$ cat src/rtl/serial_addsub_unit.sv
// Digit-serial adder/subtractor: DIGIT bits per cycle, LSB digit first, valid/ready on both sides.
// Optional macro SERIAL_ADDSUB_CARRY_IN_EN adds a cin port used as the initial carry/borrow.
module serial_addsub_unit #(
    parameter int WIDTH = 32,
    parameter int DIGIT = 4
) (
    input  logic             clk,
    input  logic             rst_n,
    input  logic             start_valid,
    output logic             start_ready,
    input  logic [WIDTH-1:0] op_a,
    input  logic [WIDTH-1:0] op_b,
    input  logic             sub,
`ifdef SERIAL_ADDSUB_CARRY_IN_EN
    input  logic             cin,
`endif
    output logic             res_valid,
    input  logic             res_ready,
    output logic [WIDTH-1:0] result,
    output logic             carry_out,
    output logic             overflow,
    output logic             zero
);

    localparam int N  = WIDTH / DIGIT;
    localparam int CW = (N > 1) ? $clog2(N) : 1;
    localparam logic [CW-1:0] LAST_DIGIT = CW'(N - 1);

    generate
        if ((WIDTH % DIGIT) != 0) begin : gBadParams
            $error("serial_addsub_unit: WIDTH must be a multiple of DIGIT");
        end
    endgenerate

    typedef enum logic [1:0] {
        IDLE = 2'd0,
        RUN  = 2'd1,
        DONE = 2'd2
    } stateT;

    stateT state;
    stateT nextState;

    logic [WIDTH-1:0] opA;
    logic [WIDTH-1:0] opB;
    logic             subOp;
    logic             chainBit;
    logic [CW-1:0]    digitCnt;

    logic [DIGIT-1:0] aDigit;
    logic [DIGIT-1:0] bDigit;
    logic [DIGIT-1:0] digitOut;
    logic             ripple;
    logic             chainNext;
    logic [WIDTH-1:0] nextResult;
    logic             lastDigit;
    logic             overflowNext;
    logic             initChain;

`ifdef SERIAL_ADDSUB_CARRY_IN_EN
    assign initChain = cin;
`else
    assign initChain = 1'b0;
`endif

    assign lastDigit = (digitCnt == LAST_DIGIT);

    always_ff @(posedge clk or negedge rst_n) begin
        if (!rst_n) begin
            state <= IDLE;
        end else begin
            state <= nextState;
        end
    end

    always_comb begin
        nextState   = state;
        start_ready = 1'b0;
        case (state)
            IDLE: begin
                start_ready = 1'b1;
                if (start_valid) begin
                    nextState = RUN;
                end
            end
            RUN: begin
                if (lastDigit) begin
                    nextState = DONE;
                end
            end
            DONE: begin
                if (res_ready) begin
                    nextState = IDLE;
                end
            end
            default: nextState = IDLE;
        endcase
    end

    // Select the active digit, ripple it through DIGIT cells and merge it into the result image.
    always_comb begin
        aDigit     = '0;
        bDigit     = '0;
        digitOut   = '0;
        nextResult = result;
        ripple     = chainBit;
        for (int k = 0; k < N; k++) begin
            if (digitCnt == CW'(k)) begin
                aDigit = opA[k*DIGIT +: DIGIT];
                bDigit = opB[k*DIGIT +: DIGIT];
            end
        end
        for (int j = 0; j < DIGIT; j++) begin
            digitOut[j] = aDigit[j] ^ bDigit[j] ^ ripple;
            if (subOp) begin
                ripple = (~(aDigit[j] ^ bDigit[j]) & ripple) | (~aDigit[j] & bDigit[j]);
            end else begin
                ripple = (aDigit[j] & bDigit[j]) | (ripple & (aDigit[j] ^ bDigit[j]));
            end
        end
        chainNext = ripple;
        for (int k = 0; k < N; k++) begin
            if (digitCnt == CW'(k)) begin
                nextResult[k*DIGIT +: DIGIT] = digitOut;
            end
        end
    end

    always_comb begin
        if (subOp) begin
            overflowNext = (opA[WIDTH-1] != opB[WIDTH-1]) && (nextResult[WIDTH-1] != opA[WIDTH-1]);
        end else begin
            overflowNext = (opA[WIDTH-1] == opB[WIDTH-1]) && (nextResult[WIDTH-1] != opA[WIDTH-1]);
        end
    end

    // Operand latch, digit sequencing and flag capture on the final digit.
    always_ff @(posedge clk or negedge rst_n) begin
        if (!rst_n) begin
            opA       <= '0;
            opB       <= '0;
            subOp     <= 1'b0;
            chainBit  <= 1'b0;
            digitCnt  <= '0;
            result    <= '0;
            carry_out <= 1'b0;
            overflow  <= 1'b0;
            zero      <= 1'b0;
            res_valid <= 1'b0;
        end else begin
            case (state)
                IDLE: begin
                    if (start_valid) begin
                        opA      <= op_a;
                        opB      <= op_b;
                        subOp    <= sub;
                        chainBit <= initChain;
                        digitCnt <= '0;
                    end
                end
                RUN: begin
                    result   <= nextResult;
                    chainBit <= chainNext;
                    if (lastDigit) begin
                        digitCnt  <= '0;
                        carry_out <= chainNext;
                        overflow  <= overflowNext;
                        zero      <= (nextResult == '0);
                        res_valid <= 1'b1;
                    end else begin
                        digitCnt <= digitCnt + CW'(1);
                    end
                end
                DONE: begin
                    if (res_ready) begin
                        res_valid <= 1'b0;
                    end
                end
                default: ;
            endcase
        end
    end

endmodule
$ cat config.mk
export PLATFORM = sky130hd
export DESIGN_NAME = serial_addsub_unit
export DESIGN_NICKNAME = d
export VERILOG_FILES = /design/src/rtl/serial_addsub_unit.sv
export SDC_FILE = /design/constraint.sdc
export NUM_CORES = 1
export LEC_CHECK = 0
export CAP_MARGIN = 20
export CORE_UTILIZATION = 40
export CTS_CLUSTER_DIAMETER = 30
export DETAILED_ROUTE_END_ITERATION = 7
export GPL_TIMING_DRIVEN = 0
export PLACE_DENSITY = 0.67
export SLEW_MARGIN = 20
export SYNTH_ARGS = -nofsm -noshare
export SYNTH_HDL_FRONTEND = slang
export SYNTH_SLANG_ARGS = --single-unit
$ cat constraint.sdc
create_clock -name clk -period 4.8 [get_ports clk]
set_clock_uncertainty 0.1 [all_clocks]
set_input_delay 0.48 -clock clk [delete_from_list [all_inputs] [get_ports clk]]
set_output_delay 0.48 -clock clk [all_outputs]
set_load 0.05 [all_outputs]
==> impl_metrics.ini <==
[outcome]
status = finished, final reports clean

[timing]
tightest_slew_ps = 689
finalHoldViolations = 0
fmax_ghz = 0.215
maxSlewHeadroom_pct = 54.1
fin_ws_ps = 147
final_max_slew_viol_count = 0
setup_viol = 0
finalCritPeriodShare_pct = 96.9
post-route-min-period_ps = 4650

[logic_synthesis]
synthAdderAreaFrac_pct = 4.32
syn_inst = 610
synth_fp_nets = 693
synth-edff-count = 0
ys_seq_area_share_pct = 49.2
synth.mux.area_fraction_pct = 5.01
synth-compound-area-share_pct = 13.5
synthDistinctLibCells = 51
ys_seq_elements = 107
yosysWarnings = 0
synth_top_family_by_area = simple AND/OR/NAND/NOR gates
synth-simple-area-share_pct = 23.0
syn_area_sq_mm = 0.00545
synthArstFlopShare_pct = 100
synth_ff_type = dfrtp_1
synth_xor_area_share_pct = 0.161
syn_area_per_cell_sq_um = 8.93

[clocking]
cts_tree = done
clkTransAtPathRegs_ps = 70
clock_latency_ps = 350
cts_buffers = 9
cts_num_sinks = 107
cts_root_buf = clkbuf_16
cts_max_level = 3
cts_buffer_depth = 2

[cells_and_area]
final_common_cell = nand2_1
n_antenna_cell = 0
nets = 816
drive_gt1_share_pct = 14.2
most-common-layout-cells = nand2_1, dfrtp_1, clkdlybuf4s50_1, o21ai_0, a21oi_1
nFillCells = 1230
area_delta_synth_final_pct = 33.4
stdcell_count = 914

[setup_path]
crit_path_max_incr_delay_ps = 600
path_class = flop to flop
start_kind = flop
crit_chain = inv_2 > ha_2 > buf_6 > buf_6 > o21ai_0 > a221oi_2 > o21ai_2 > mux2i_2 > buf_4 > fa_2 > mux2i_4 > fa_2 > mux2i_4 > fa_2 > mux2i_4 > fa_2 > nor2b_4 > o2111ai_1 > nand3_1 > o2111ai_2 > o31ai_2
worst_setup_path_end_kind = flop
required_ps = 4960
crit_path_frequent_cell = fa_2
critPathMaxFanout = 10
slowest_stage = fa_2
crit_arrival_ps = 4810

[floorplanning]
core-area_sq_mm = 0.0132
start_util_pct = 41.1
rows = 42
die_w_microns = 119
io_pins = 106
die_h_microns = 119
dieArea_sq_mm = 0.0141

[routing]
drtIter0Drc = 334
ant_nets = 0
wl_per_cell_microns = 16.1
vias = 4704
wirelength_microns = 14700
first_pass_iters = 5
remaining_drc_errors = 0
viasPerCell = 5.15

[placed_design]
dp.cells = 892
place_hpwl_microns = 10800
portBuffers = 105
gp_congestion = 0.871
place_ws_ps = -555

[global_route]
grt_use_total_pct = 22.0
grt_max_degree = 55
grt_pass1_vias = 4675
grt-ovfl-total = 0
grt_pass1_wl_microns = 23900
antenna_found_initial = 0

[run]
max_cap_viol_count = 0

[min_path]
hold_path.class = flop to flop
flip-flops by register name, summed over array words and instances (netlist names):
register / cells
carry_out: 1
chainBit: 1
digitCnt: 3
opA: 32
opB: 32
overflow: 1
res_valid: 1
result: 32
state: 2
subOp: 1
zero: 1
path summary, 6_finish.rpt:
| kind | from | endpoint | slack (ps) | cells past startpoint |
|---|---|---|---|---|
| setup / recovery | digitCnt[1] | zero | 150 | 21 |
| setup reg to reg | digitCnt[1] | zero | 150 | 21 |
| hold / removal | opB[14] | opB[14] | 380 | 2 |
| max in group asynchronous | rst_n | opA[24] | 3420 | 3 |
| min in group asynchronous | rst_n | opB[2] | 550 | 2 |
| hold reg to reg | opB[14] | opB[14] | 380 | 2 |
cells in the mapped netlist (all sizes together) (6+ instances only):
cell type  count  area share [%]
o21ai         47             4.3
nand3          8            0.73
mux2i          7             1.3
fa             8             2.9
nand2b        15             1.7
o31ai          9             1.5
inv           12            0.83
clkbuf        12            0.83
a22oi          8             1.1
a21oi         21             1.9
nor2          19             1.3
nand2        231              16
nor2b          9             1.0
buf           27             3.3
dfrtp        107              49
ha             6             1.4
mux2          18             3.7
through the flow:
step                      utilization (%)  hold slack (ps)  TNS [ps]  instance area (sq um)
final                                54.9              377         0                   7270
after global routing                 54.9              389     -56.3                   7270
after CTS                            54.0              376         0                   7150
after detailed placement             51.0              358     -3640                   6750
after global placement               50.7              353    -82200                   6720
after floorplan                         -             84.4         0                   5450
cell type report:
type / count / area, sq um / share of cell area (%)
inverter: 12 / 47.5 / 0.654
multi-input combinational: 452 / 2650 / 36.4
timing repair buffer: 112 / 1130 / 15.5
clock inverter: 4 / 50.0 / 0.688
tap: 176 / 220 / 3.03
buffer: 39 / 251 / 3.46
clock buffer: 12 / 246 / 3.39
sequential: 107 / 2680 / 36.9
metal layers:
layer | global-route usage, % | part of all wire [%] | up-vias
met5 | 0 | 0 | -
met4 | 9.02 | 2.8 | 0
met3 | 3.86 | 6.3 | 34
met2 | 35.1 | 46 | 190
met1 | 29.5 | 45 | 2208
li1 | - | - | 2272
timing repair:
action                                 4_1_cts  5_1_grt
gates cloned                                 0        0
endpoints found under the hold margin        1        0
hold buffers                                 1        0
pin swaps                                    4       13
setup endpoints to repair                   10       10
setup buffers                                2        3
gates resized for setup                     24       26
critical path: cells and delay by family, from the launching register on:
| family | cells | cell delay, ps |
|---|---|---|
| mux | 4 | 490 |
| simple gates | 2 | 300 |
| compound gates | 6 | 1000 |
| flops | 1 | 430 |
| fa+ha+maj | 5 | 1660 |
| buf+inv | 4 | 560 |
kinds of logic (layout without fill, tap and decap cells):
kind of cell	count (synthesis)	after routing
simple gates	299	299
compound gates	113	113
flops	107	107
buf+inv	51	179
mux	25	25
fa+ha+maj	14	14
xor+xnor	1	1
Power is not shown: default switching activity piles up to over one toggle a cycle in this logic, so the estimate is an artifact.
